===== src/rtl/rr_arb_pkg.sv =====
// Shared types and helpers for the round-robin arbiter family.
// Latency: n/a (types, constants and pure functions only).
// Backpressure: n/a.
package rr_arb_pkg;

    typedef enum logic {
        IDLE  = 1'b0,
        GRANT = 1'b1
    } arb_state_t;

    // Widest requester vector the index helper accepts.
    localparam int MAX_N = 64;

    // Width of a counter that must hold values 0..quantum; never below 1 bit.
    function automatic int cnt_width(input int quantum);
        int w;
        w = $clog2(quantum + 1);
        return (w < 1) ? 1 : w;
    endfunction

    // One-hot to binary index; an all-zero input yields 0.
    function automatic int unsigned onehot_to_idx(input logic [MAX_N-1:0] oh);
        int unsigned idx;
        idx = 0;
        for (int i = 0; i < MAX_N; i++) begin
            if (oh[i]) begin
                idx = idx | unsigned'(i);
            end
        end
        return idx;
    endfunction

endpackage


===== src/rtl/rr_arbiter_param_pick.sv =====
// Round-robin pick: first set req bit searching circularly from ptr+1, ptr last.
// Latency: purely combinational.
// Backpressure: none; ports: req[N], ptr[IDW] in; onehot[N], any out.
module rr_pick #(
    parameter int N   = 4,
    parameter int IDW = $clog2(N)
) (
    input  logic [N-1:0]   req,
    input  logic [IDW-1:0] ptr,
    output logic [N-1:0]   onehot,
    output logic           any
);

    int          sh;
    logic [N-1:0] rot;
    logic [N-1:0] rot_oh;

    // Rotate so that requester ptr+1 lands on bit 0, take the lowest set bit,
    // then rotate the winner back into requester numbering.
    always_comb begin
        sh = (int'(ptr) >= N - 1) ? 0 : int'(ptr) + 1;
        rot = '0;
        for (int i = 0; i < N; i++) begin
            rot[i] = req[(i + sh) % N];
        end
        rot_oh = rot & (~rot + N'(1));
        onehot = '0;
        for (int i = 0; i < N; i++) begin
            onehot[(i + sh) % N] = rot_oh[i];
        end
        any = |req;
    end

endmodule


===== src/rtl/rr_arbiter_param.sv =====
// Round-robin arbiter, N requesters, grant lock while owner requests, quantum-limited hold.
// Latency: req sampled at edge t, registered gnt/gnt_id/gnt_valid visible after that edge.
// Backpressure: none; owner drops req -> one trailing grant cycle. Ports: clk, rst_n, req[N] in; gnt[N], gnt_id[IDW], gnt_valid out.
module rr_arbiter_param
    import rr_arb_pkg::*;
#(
    parameter  int N       = 4,
    parameter  int QUANTUM = 4,
    localparam int IDW     = $clog2(N)
) (
    input  logic           clk,
    input  logic           rst_n,
    input  logic [N-1:0]   req,
    output logic [N-1:0]   gnt,
    output logic [IDW-1:0] gnt_id,
    output logic           gnt_valid
);

    localparam int             CW       = cnt_width(QUANTUM);
    // Last hold_cnt value at which the owner may still keep the grant.
    localparam logic [CW-1:0]  HOLD_MAX = (QUANTUM == 0) ? '0 : CW'(QUANTUM - 1);

    arb_state_t     state;
    logic [IDW-1:0] ptr;       // in GRANT this is the current owner
    logic [CW-1:0]  hold_cnt;

    logic [N-1:0]   pick_oh;
    logic           pick_any;
    logic [IDW-1:0] pick_idx;
    logic           keep;

    rr_pick #(
        .N   (N),
        .IDW (IDW)
    ) u_pick (
        .req    (req),
        .ptr    (ptr),
        .onehot (pick_oh),
        .any    (pick_any)
    );

    assign pick_idx = IDW'(onehot_to_idx(MAX_N'(pick_oh)));

    // Owner keeps the grant only while requesting and within its quantum.
    assign keep = req[ptr] && ((QUANTUM == 0) || (hold_cnt < HOLD_MAX));

    always_ff @(posedge clk or negedge rst_n) begin
        if (!rst_n) begin
            state     <= IDLE;
            ptr       <= IDW'(N - 1);
            hold_cnt  <= '0;
            gnt       <= '0;
            gnt_id    <= '0;
            gnt_valid <= 1'b0;
        end else begin
            case (state)
                IDLE: begin
                    if (pick_any) begin
                        state     <= GRANT;
                        ptr       <= pick_idx;
                        hold_cnt  <= '0;
                        gnt       <= pick_oh;
                        gnt_id    <= pick_idx;
                        gnt_valid <= 1'b1;
                    end
                end
                GRANT: begin
                    if (keep) begin
                        // Saturate rather than wrap when the hold is unlimited.
                        if (hold_cnt != {CW{1'b1}}) begin
                            hold_cnt <= hold_cnt + CW'(1);
                        end
                    end else if (pick_any) begin
                        // Hand over (or re-grant the sole requester) with no idle gap.
                        ptr       <= pick_idx;
                        hold_cnt  <= '0;
                        gnt       <= pick_oh;
                        gnt_id    <= pick_idx;
                        gnt_valid <= 1'b1;
                    end else begin
                        // ptr keeps the last owner so it ranks lowest next time.
                        state     <= IDLE;
                        hold_cnt  <= '0;
                        gnt       <= '0;
                        gnt_id    <= '0;
                        gnt_valid <= 1'b0;
                    end
                end
                default: begin
                    state     <= IDLE;
                    hold_cnt  <= '0;
                    gnt       <= '0;
                    gnt_id    <= '0;
                    gnt_valid <= 1'b0;
                end
            endcase
        end
    end

`ifndef SYNTHESIS
    a_gnt_onehot0: assert property (@(posedge clk) disable iff (!rst_n) $onehot0(gnt))
        else $error("gnt has more than one bit set: %b", gnt);
    a_gnt_valid: assert property (@(posedge clk) disable iff (!rst_n) gnt_valid == (|gnt))
        else $error("gnt_valid inconsistent with gnt");
`endif

endmodule


===== config.mk =====
export PLATFORM = sky130hd
export DESIGN_NAME = rr_arbiter_param
export DESIGN_NICKNAME = d
export VERILOG_FILES = /design/src/rtl/rr_arb_pkg.sv /design/src/rtl/rr_arbiter_param_pick.sv /design/src/rtl/rr_arbiter_param.sv
export SDC_FILE = /design/constraint.sdc
export NUM_CORES = 1
export LEC_CHECK = 0
export BUFFER_PORTS_ARGS = -buffer_cell sky130_fd_sc_hd__buf_4
export CAP_MARGIN = 20
export CORE_MARGIN = 2
export CORE_UTILIZATION = 51
export DETAILED_ROUTE_END_ITERATION = 16
export PLACE_DENSITY = 0.74
export SLEW_MARGIN = 0
export SYNTH_ARGS = -nofsm -noshare
export SYNTH_HDL_FRONTEND = slang
export SYNTH_SLANG_ARGS = --single-unit

===== constraint.sdc =====
create_clock -name clk -period 2.4 [get_ports clk]
set_input_delay 0.36 -clock clk [delete_from_list [all_inputs] [get_ports clk]]
set_output_delay 0.36 -clock clk [all_outputs]
set_load 0.01 [all_outputs]

==> metrics.yaml, run 1 <==
status: "complete, no violations"
p_clk_frac: 0.078
fill_cells: 169
die_x_um: 49.2
swShare: 0.435
avgSynthCellArea_um2: 9.73
seqCellArea_um2: 328
final_common_cell: "buf_4"
ys_seq_area_frac: 0.315
htree_levels: 1
yosysWarnings: 0
fmax_ghz: 0.421
drt-total-wl_um: 2270
drc: 0
syn_inst: 107
ys_seq_elements: 13
end_kind: "flop"
min_path_type: "input pin to asynchronous set/reset pin"
tightest_slew_ns: 0.517
power.density_mw_per_mm2: 1370
synth_xor_xnor_area_share: 0
num_vias: 899
fin_crit_sh: 0.989
hold_viol_final: 0
grt_pass1_vias: 895
cp.arrival_ns: 2.51
yosysUniqueCellTypes: 41
synth_top_family_by_area: "simple AND/OR/NAND/NOR gates"
initial_core_util: 0.536
place.port_buffers: 12
clk_pin_slew_ns: 0.08
drt-initial-drc-count: 9
slew_headroom: 0.653
clk_latency_ns: 0.28
ys.flop_type: "dfrtp_1"
wl_per_cell_um: 14.5
cts_buffers: 3
p_comb_frac: 0.703
nets: 146
num_rows: 16
fin_crit_ns: 2.37
clock_path_buffers: 2
synthMuxAreaShare: 0.0974
mostFrequentLayoutCells: "buf_4 (19), nand2_1 (14), nor2_1 (11), dfrtp_1 (11), ha_1 (9)"
ir_drop_mv: 0.633
grt_max_degree: 15
skew_ns: 0.00483
globalRoute.totalOverflow: 0
viasPerCell: 5.76
layout-drive-gt1-share: 0.279
gp_congestion: 0.960
placeableCoreArea_mm2: 0.00194
power_switching_mw: 0.746
insertedDiodeCount: 0
path_class: "flop to flop"
die_y_um: 49.2
synth-async-reset-ratio: 1.00
synth_nets: 123
dr.pass1.iters: 5
ios: 13
slew_viol_final: 0
yosys.area_share.simple: 0.261
p_total_mw: 1.71
cts.sinks: 13
synth_compound_area_frac: 0.178
dpl.hpwl_um: 1680
tns_ns: 0
power.internal_mw: 0.967
sequentialPowerShare: 0.219
cts_tree: "yes"
critical_path_required_ns: 2.54
track_usage: 0.206
synth_edf_count: 0
multiInputGateArea_um2: 696
leakagePower_nw: 0.595
antenna_found_initial: 0
synthAdderAreaFrac: 0.120
die-area_mm2: 0.00242
worstPathMaxFanout: 6
area.growth.synth_to_final_pct: 20.4
drv_cap: 0
ant_nets: 0
grt_setup_unrepaired: "yes"
cts_root_buf: "clkbuf_4"
cp-start-kind: "flop"
grt_pass1_wl_um: 3880
setup_viol: 0
syn_area_mm2: 0.00104
stage by stage:
step | utilization | area (µm²) | hold WS [ns] | std cells | setup slack [ns]
2_1_floorplan | - | 1050 | 0.0644 | 107 | -0.0234
5_1_grt | 0.646 | 1250 | 0.449 | 156 | -0.0446
3_5_place_dp | 0.614 | 1190 | 0.212 | 148 | 0.0233
4_1_cts | 0.633 | 1230 | 0.437 | 153 | 0.00706
3_3_place_gp | 0.614 | 1190 | 0.208 | 148 | 0.0677
6_report | 0.646 | 1250 | 0.451 | 156 | 0.0263
registers in the layout (all words and copies together) (netlist names):
register / count
gnt: 4
gnt_id: 2
gnt_valid: 1
hold_cnt: 3
ptr: 2
state: 1
repair_timing:
item                                    in CTS  in global routing
endpoints found under the hold margin       11                  0
endpoints found under the setup margin       0                  7
resized for setup                            0                  3
buffers inserted                             0                  3
hold buffers                                 1                  0
path summary, 6_finish.rpt:
| path | start | to | slack [ns] | depth (start not counted) |
|---|---|---|---|---|
| max in group asynchronous | rst_n | ptr[1] | 1.71 | 2 |
| min reg2reg | gnt[3] | gnt[3] | 0.48 | 2 |
| max reg2reg | ptr[1] | gnt_id[1] | 0.03 | 8 |
| min in group clk | req[0] | state | 0.47 | 2 |
| max | ptr[1] | gnt_id[1] | 0.03 | 8 |
| min | rst_n | gnt[1] | 0.45 | 2 |
layout make-up:
class,instances,area share
well taps,27,0.0269
multi-input cells,88,0.555
inverters,4,0.0140
flip-flops and latches,13,0.261
repair buffers,20,0.122
clock buffers,4,0.0210
kinds of logic after synthesis:
group                    after synthesis
adder cells (fa/ha/maj)               10
multiplexers                           7
buffers and inverters                  6
AND/OR/NAND/NOR                       48
flip-flops                            13
AO/OA/AOI/OAI                         23
power by group through the flow:
stage	Sequential (mW)	Combinational, mW	Clock [mW]
after floorplan	0.405	0.809	0
after global placement	0.368	1.10	0
after detailed placement	0.373	1.13	0
after CTS	0.369	1.14	0.140
after global routing	0.384	1.32	0.152
final	0.375	1.20	0.134
synth_stat cells (all sizes together), types with 2 or more instances:
cell type  count  area share
nand3          3       0.014
dfrtp         11        0.26
a21oi          3       0.014
nand4bb        2       0.022
nand2         14       0.050
ha            10        0.12
a32oi          2       0.017
dfstp          2       0.050
mux2           2       0.025
inv            4       0.014
nor3b          2       0.014
and2b          2       0.014
a21o           2       0.014
nor2          11       0.040
mux4           2       0.043
o21ai          4       0.019
and3b          2       0.019
mux2i          3       0.029
nor2b          4       0.024
a22o           2       0.017
o22ai          2       0.012
o211ai         2       0.014
metal layers:
layer | global-route usage | routed length, µm | share of wire | vias to the layer above
li1 | - | - | - | 445
met1 | 0.253 | 1030 | 0.45 | 422
met2 | 0.351 | 1130 | 0.50 | 25
met3 | 0.0429 | 89 | 0.039 | 7
met4 | 0.0810 | 25 | 0.011 | 0
met5 | 0 | 0 | 0 | -
worst max-delay path, cell delays in order (launching register included):
cell	delay, ns
dfstp_2	0.56
inv_4	0.06
ha_4	0.27
mux4_2	0.57
nor2_1	0.13
nor2_1	0.05
o21a_1	0.13
o311ai_4	0.36
nand3_1	0.12
Power figures use the tool's default switching activity.
==> run 2, diff against run 1 <==
Settings changed: CTS_BUF_LIST set to sky130_fd_sc_hd__clkbuf_16, CTS_CLUSTER_DIAMETER set to 200, GPL_ROUTABILITY_DRIVEN set to 0.
==> run 2 against run 1 <==
Net effect: count of clock-buffer cells in the layout down 1; flip-flop and latch count unchanged; sequential share of layout area down 1.7 points; wire length up 11%; largest cell class unchanged; setup slack better by 0.015 ns; cell area up 6.8%; register-to-register slack better by 0.02 ns.
==> metrics.yaml, run 2 (synthesized netlist as in run 1, its figures left out) <==
status: "complete, no violations"
drt-total-wl_um: 2530
power_switching_mw: 0.812
whs_endpoint: "gnt[3]"
layout-drive-gt1-share: 0.308
die_y_um: 49.2
placeableCoreArea_mm2: 0.00194
wl_per_cell_um: 15.8
dr.pass1.iters: 4
mostFrequentLayoutCells: "buf_4 (23), nand2_1 (14), dfrtp_1 (11), nor2_1 (10), ha_1 (9)"
end_kind: "flop"
cts_tree: "yes"
placed_cells_incl_taps: 148
r2r_cells: 8
pre_cts_slack_ns: 0.0233
reg2reg_slack_ns: 0.04
multiInputGateArea_um2: 698
fill_cells: 154
ir_drop_mv: 0.814
cts.sinks: 13
fmax_ghz: 0.424
p_comb_frac: 0.653
drt-initial-drc-count: 26
finalWorstSetupSlack_ns: 0.0416
initial_core_util: 0.536
fin_crit_ns: 2.36
clk_pin_slew_ns: 0.04
tightest_slew_ns: 0.512
r2r-start: "ptr[1]"
fin_cells: 160
num_vias: 943
cts_buffers: 3
sequentialPowerShare: 0.191
hp-start: "gnt[3]"
grt_pass1_wl_um: 4000
dpl.hpwl_um: 1680
seqCellArea_um2: 328
ios: 13
nets: 150
viasPerCell: 5.89
largest_reg_flops: 4
power.density_mw_per_mm2: 1490
insertedDiodeCount: 0
leakagePower_nw: 0.641
antenna_found_initial: 0
slew_headroom: 0.656
drv_cap: 0
place.port_buffers: 12
design_area_mm2: 0.00134
grt_pass1_vias: 889
cts_root_buf: "clkbuf_16"
path_class: "flop to flop"
slew_viol_final: 0
area.growth.synth_to_final_pct: 28.6
worstPathMaxFanout: 5
clk_latency_ns: 0.24
setup_viol: 0
regMostFlops: "gnt"
swShare: 0.408
power.internal_mw: 1.18
num_rows: 16
hold_depth: 2
fin_crit_sh: 0.983
min_path_type: "flop to flop"
critical_path_required_ns: 2.57
cp.arrival_ns: 2.53
skew_ns: 0.000663
die_x_um: 49.2
r2r_end: "gnt[0]"
globalRoute.totalOverflow: 0
hold_slack_ns: 0.474
p_clk_frac: 0.156
htree_levels: 1
final_common_cell: "buf_4"
track_usage: 0.214
cp-start-kind: "flop"
hold_viol_final: 0
ant_nets: 0
top_regs: "gnt: 4 flops, hold_cnt: 3 flops"
die-area_mm2: 0.00242
placed_cell_area_mm2: 0.00119
clock_path_buffers: 2
grt_max_degree: 15
drc: 0
-- run 2: what timing repair did --
action / in CTS / in global routing
setup endpoints to repair: 0 / 7
hold buffers: 1 / 0
setup buffers: 0 / 7
gates resized for setup: 0 / 4
endpoints found under the hold margin: 11 / 0
-- run 2: metrics by stage --
| step | power [mW] | TNS, ns | util |
|---|---|---|---|
| 2_1_floorplan | 1.21 | -0.0753 | - |
| 3_3_place_gp | 1.46 | 0 | 0.614 |
| 3_5_place_dp | 1.51 | 0 | 0.614 |
| 4_1_cts | 1.84 | 0 | 0.660 |
| 5_1_grt | 2.13 | -0.0238 | 0.689 |
| 6_report | 1.99 | 0 | 0.689 |
-- run 2: critical path: stages (launching register included) --
cell and delay [ns]:
dfstp_2 0.56, inv_4 0.05, ha_4 0.27, mux4_2 0.50, buf_4 0.17, nor2_2 0.13, a221oi_1 0.11, a2111o_1 0.41
nand2_1 0.08
-- run 2: cell type report --
type	instances	share of cell area
inverters	4	0.0131
clock buffers	3	0.0561
clock inverters	1	0.00280
multi-input cells	88	0.521
repair buffers	24	0.136
well taps	27	0.0252
flip-flops and latches	13	0.245
-- run 2: worst max-delay path by stage --
stage / from / endpoint / slack, ns / depth (start not counted)
6_report: ptr[1] / gnt[0] / 0.04 / 8
5_1_grt: ptr[1] / gnt_id[1] / -0.02 / 8
4_1_cts: ptr[1] / gnt_id[1] / 0.006 / 8
3_5_place_dp: ptr[1] / ptr[1] / 0.02 / 8
3_3_place_gp: ptr[1] / ptr[1] / 0.07 / 8
2_1_floorplan: ptr[0] / gnt_id[0] / -0.02 / 9
-- run 2: power by group through the flow --
stage	Sequential (mW)	Clock (mW)	Combinational, mW
2_1_floorplan	0.405	0	0.809
3_3_place_gp	0.368	0	1.10
3_5_place_dp	0.373	0	1.13
4_1_cts	0.373	0.315	1.15
5_1_grt	0.390	0.326	1.41
6_report	0.381	0.311	1.30
-- run 2: layer usage --
layer  vias up  share of wire  track usage
met5         -              0            0
met2        32           0.52        0.369
met1       455           0.41        0.277
li1        450              -            -
met4         0          0.014       0.0381
met3         6          0.061       0.0460
==> run 3, diff against run 2 <==
Settings changed: CELL_PAD_IN_SITES_DETAIL_PLACEMENT set to 1, CELL_PAD_IN_SITES_GLOBAL_PLACEMENT set to 1, CORE_UTILIZATION 51 to 39, PLACE_DENSITY 0.74 to not set, PLACE_DENSITY_LB_ADDON set to 0.1.
==> run 3 against run 2 <==
Net effect: power down 0.49%; highest routed layer unchanged; setup slack lost 0.0099 ns; sequential share of layout area is essentially flat; clock skew grew 0.0040 ns.
==> metrics.yaml, run 3 (synthesized netlist as in run 1, its figures left out) <==
p_comb_frac: 0.652
r2r_end: "gnt_id[0]"
antenna_found_initial: 0
place.port_buffers: 12
grt_pass1_wl_um: 4800
fmax_ghz: 0.422
fin_crit_sh: 0.987
hp-start: "gnt_valid"
end_kind: "flop"
die-area_mm2: 0.00310
area.growth.synth_to_final_pct: 28.5
clk_latency_ns: 0.24
placed_cell_area_mm2: 0.00121
insertedDiodeCount: 0
cts_buffers: 3
grt_max_degree: 15
initial_core_util: 0.416
placeableCoreArea_mm2: 0.00250
tightest_slew_ns: 0.526
setup_viol: 0
p_total_mw: 1.98
skew_ns: 0.00462
worstPathMaxFanout: 6
final_common_cell: "buf_4"
layout-drive-gt1-share: 0.311
ios: 13
path_class: "flop to flop"
grt_pass1_vias: 944
drv_cap: 0
critical_path_required_ns: 2.51
hold_depth: 2
power.density_mw_per_mm2: 1480
sequentialPowerShare: 0.189
nets: 149
cts_tree: "yes"
min_path_type: "flop to flop"
globalRoute.totalOverflow: 0
viasPerCell: 5.72
finalWorstSetupSlack_ns: 0.0317
regMostFlops: "gnt"
post-route-util: 0.535
ant_nets: 0
dr.pass1.iters: 5
num_vias: 927
drt-initial-drc-count: 31
status: "complete, no violations"
dpl.hpwl_um: 2050
num_rows: 18
die_y_um: 55.7
clock_path_buffers: 2
r2r-start: "ptr[1]"
design_area_mm2: 0.00134
grt_setup_unrepaired: "yes"
p_clk_frac: 0.159
pre_cts_slack_ns: 0.0313
drc: 0
cp.arrival_ns: 2.48
hold_viol_final: 0
slew_headroom: 0.647
drt-total-wl_um: 2820
cts.sinks: 13
leakagePower_nw: 0.638
power_switching_mw: 0.818
cp-start-kind: "flop"
power.internal_mw: 1.16
r2r_cells: 8
wl_per_cell_um: 17.4
ir_drop_mv: 0.791
clk_pin_slew_ns: 0.05
track_usage: 0.198
swShare: 0.413
cts_root_buf: "clkbuf_16"
largest_reg_flops: 4
top_regs: "gnt: 4 flops, hold_cnt: 3 flops"
whs_endpoint: "gnt_valid"
htree_levels: 1
fill_cells: 293
slew_viol_final: 0
die_x_um: 55.7
mostFrequentLayoutCells: "buf_4 (22), nand2_1 (14), dfrtp_1 (11), nor2_1 (10), ha_1 (9)"
reg2reg_slack_ns: 0.03
fin_crit_ns: 2.37
==> run 3: worst max-delay path, cell delays in order (launching register included) <==
cell and delay [ns]:
dfstp_2 0.55, inv_4 0.05, ha_4 0.29, mux4_2 0.59, nor2_2 0.13, nor2_1 0.05
o21a_1 0.12, o311ai_4 0.35, nand3_1 0.12
==> run 3: worst max path at each step <==
stage,slack (ns),from,cells after the start,end
final,0.03,ptr[1],8,gnt_id[0]
after floorplan,-0.02,ptr[0],9,gnt_id[0]
after detailed placement,0.03,ptr[1],8,gnt_id[1]
after global placement,0.07,ptr[0],8,gnt_id[1]
after global routing,-0.11,ptr[1],8,gnt_id[0]
after CTS,0.001,ptr[1],8,gnt_id[0]
==> run 3: through the flow <==
stage                     instances  setup TNS (ns)  hold slack, ns
after floorplan                 107         -0.0753          0.0644
after global placement          153               0           0.210
after detailed placement        153               0           0.215
after CTS                       158               0           0.484
after global routing            162          -0.455           0.507
final                           162               0           0.479
==> run 3: cell type report <==
cell class	count	area [µm²]	share of cell area
multi-input cells	88	701	0.524
repair buffers	23	175	0.131
inverters	4	17.5	0.0131
clock inverters	1	3.75	0.00281
clock buffers	3	75.1	0.0561
flip-flops and latches	13	328	0.245
well taps	30	37.5	0.0281
==> run 3: timing repair <==
action,4_1_cts,5_1_grt
endpoints found under the hold margin,11,0
hold buffers,1,0
endpoints found under the setup margin,0,7
buffers inserted,0,4
gates resized for setup,0,5
==> run 3: power by group through the flow <==
stage	registers, mW	logic [mW]	clock network, mW
floorplan	0.405	0.809	0
global placement	0.368	1.16	0
detailed placement	0.371	1.20	0
CTS	0.370	1.22	0.322
global route	0.387	1.43	0.329
finish	0.375	1.29	0.315
==> run 3: routing by layer <==
metal  global-route usage  wire length, µm  up-vias
li1                     -                -      450
met1                0.282             1340      455
met2                0.299             1380       18
met3               0.0442               68        4
met4               0.0627               37        0
met5                    0                0        -
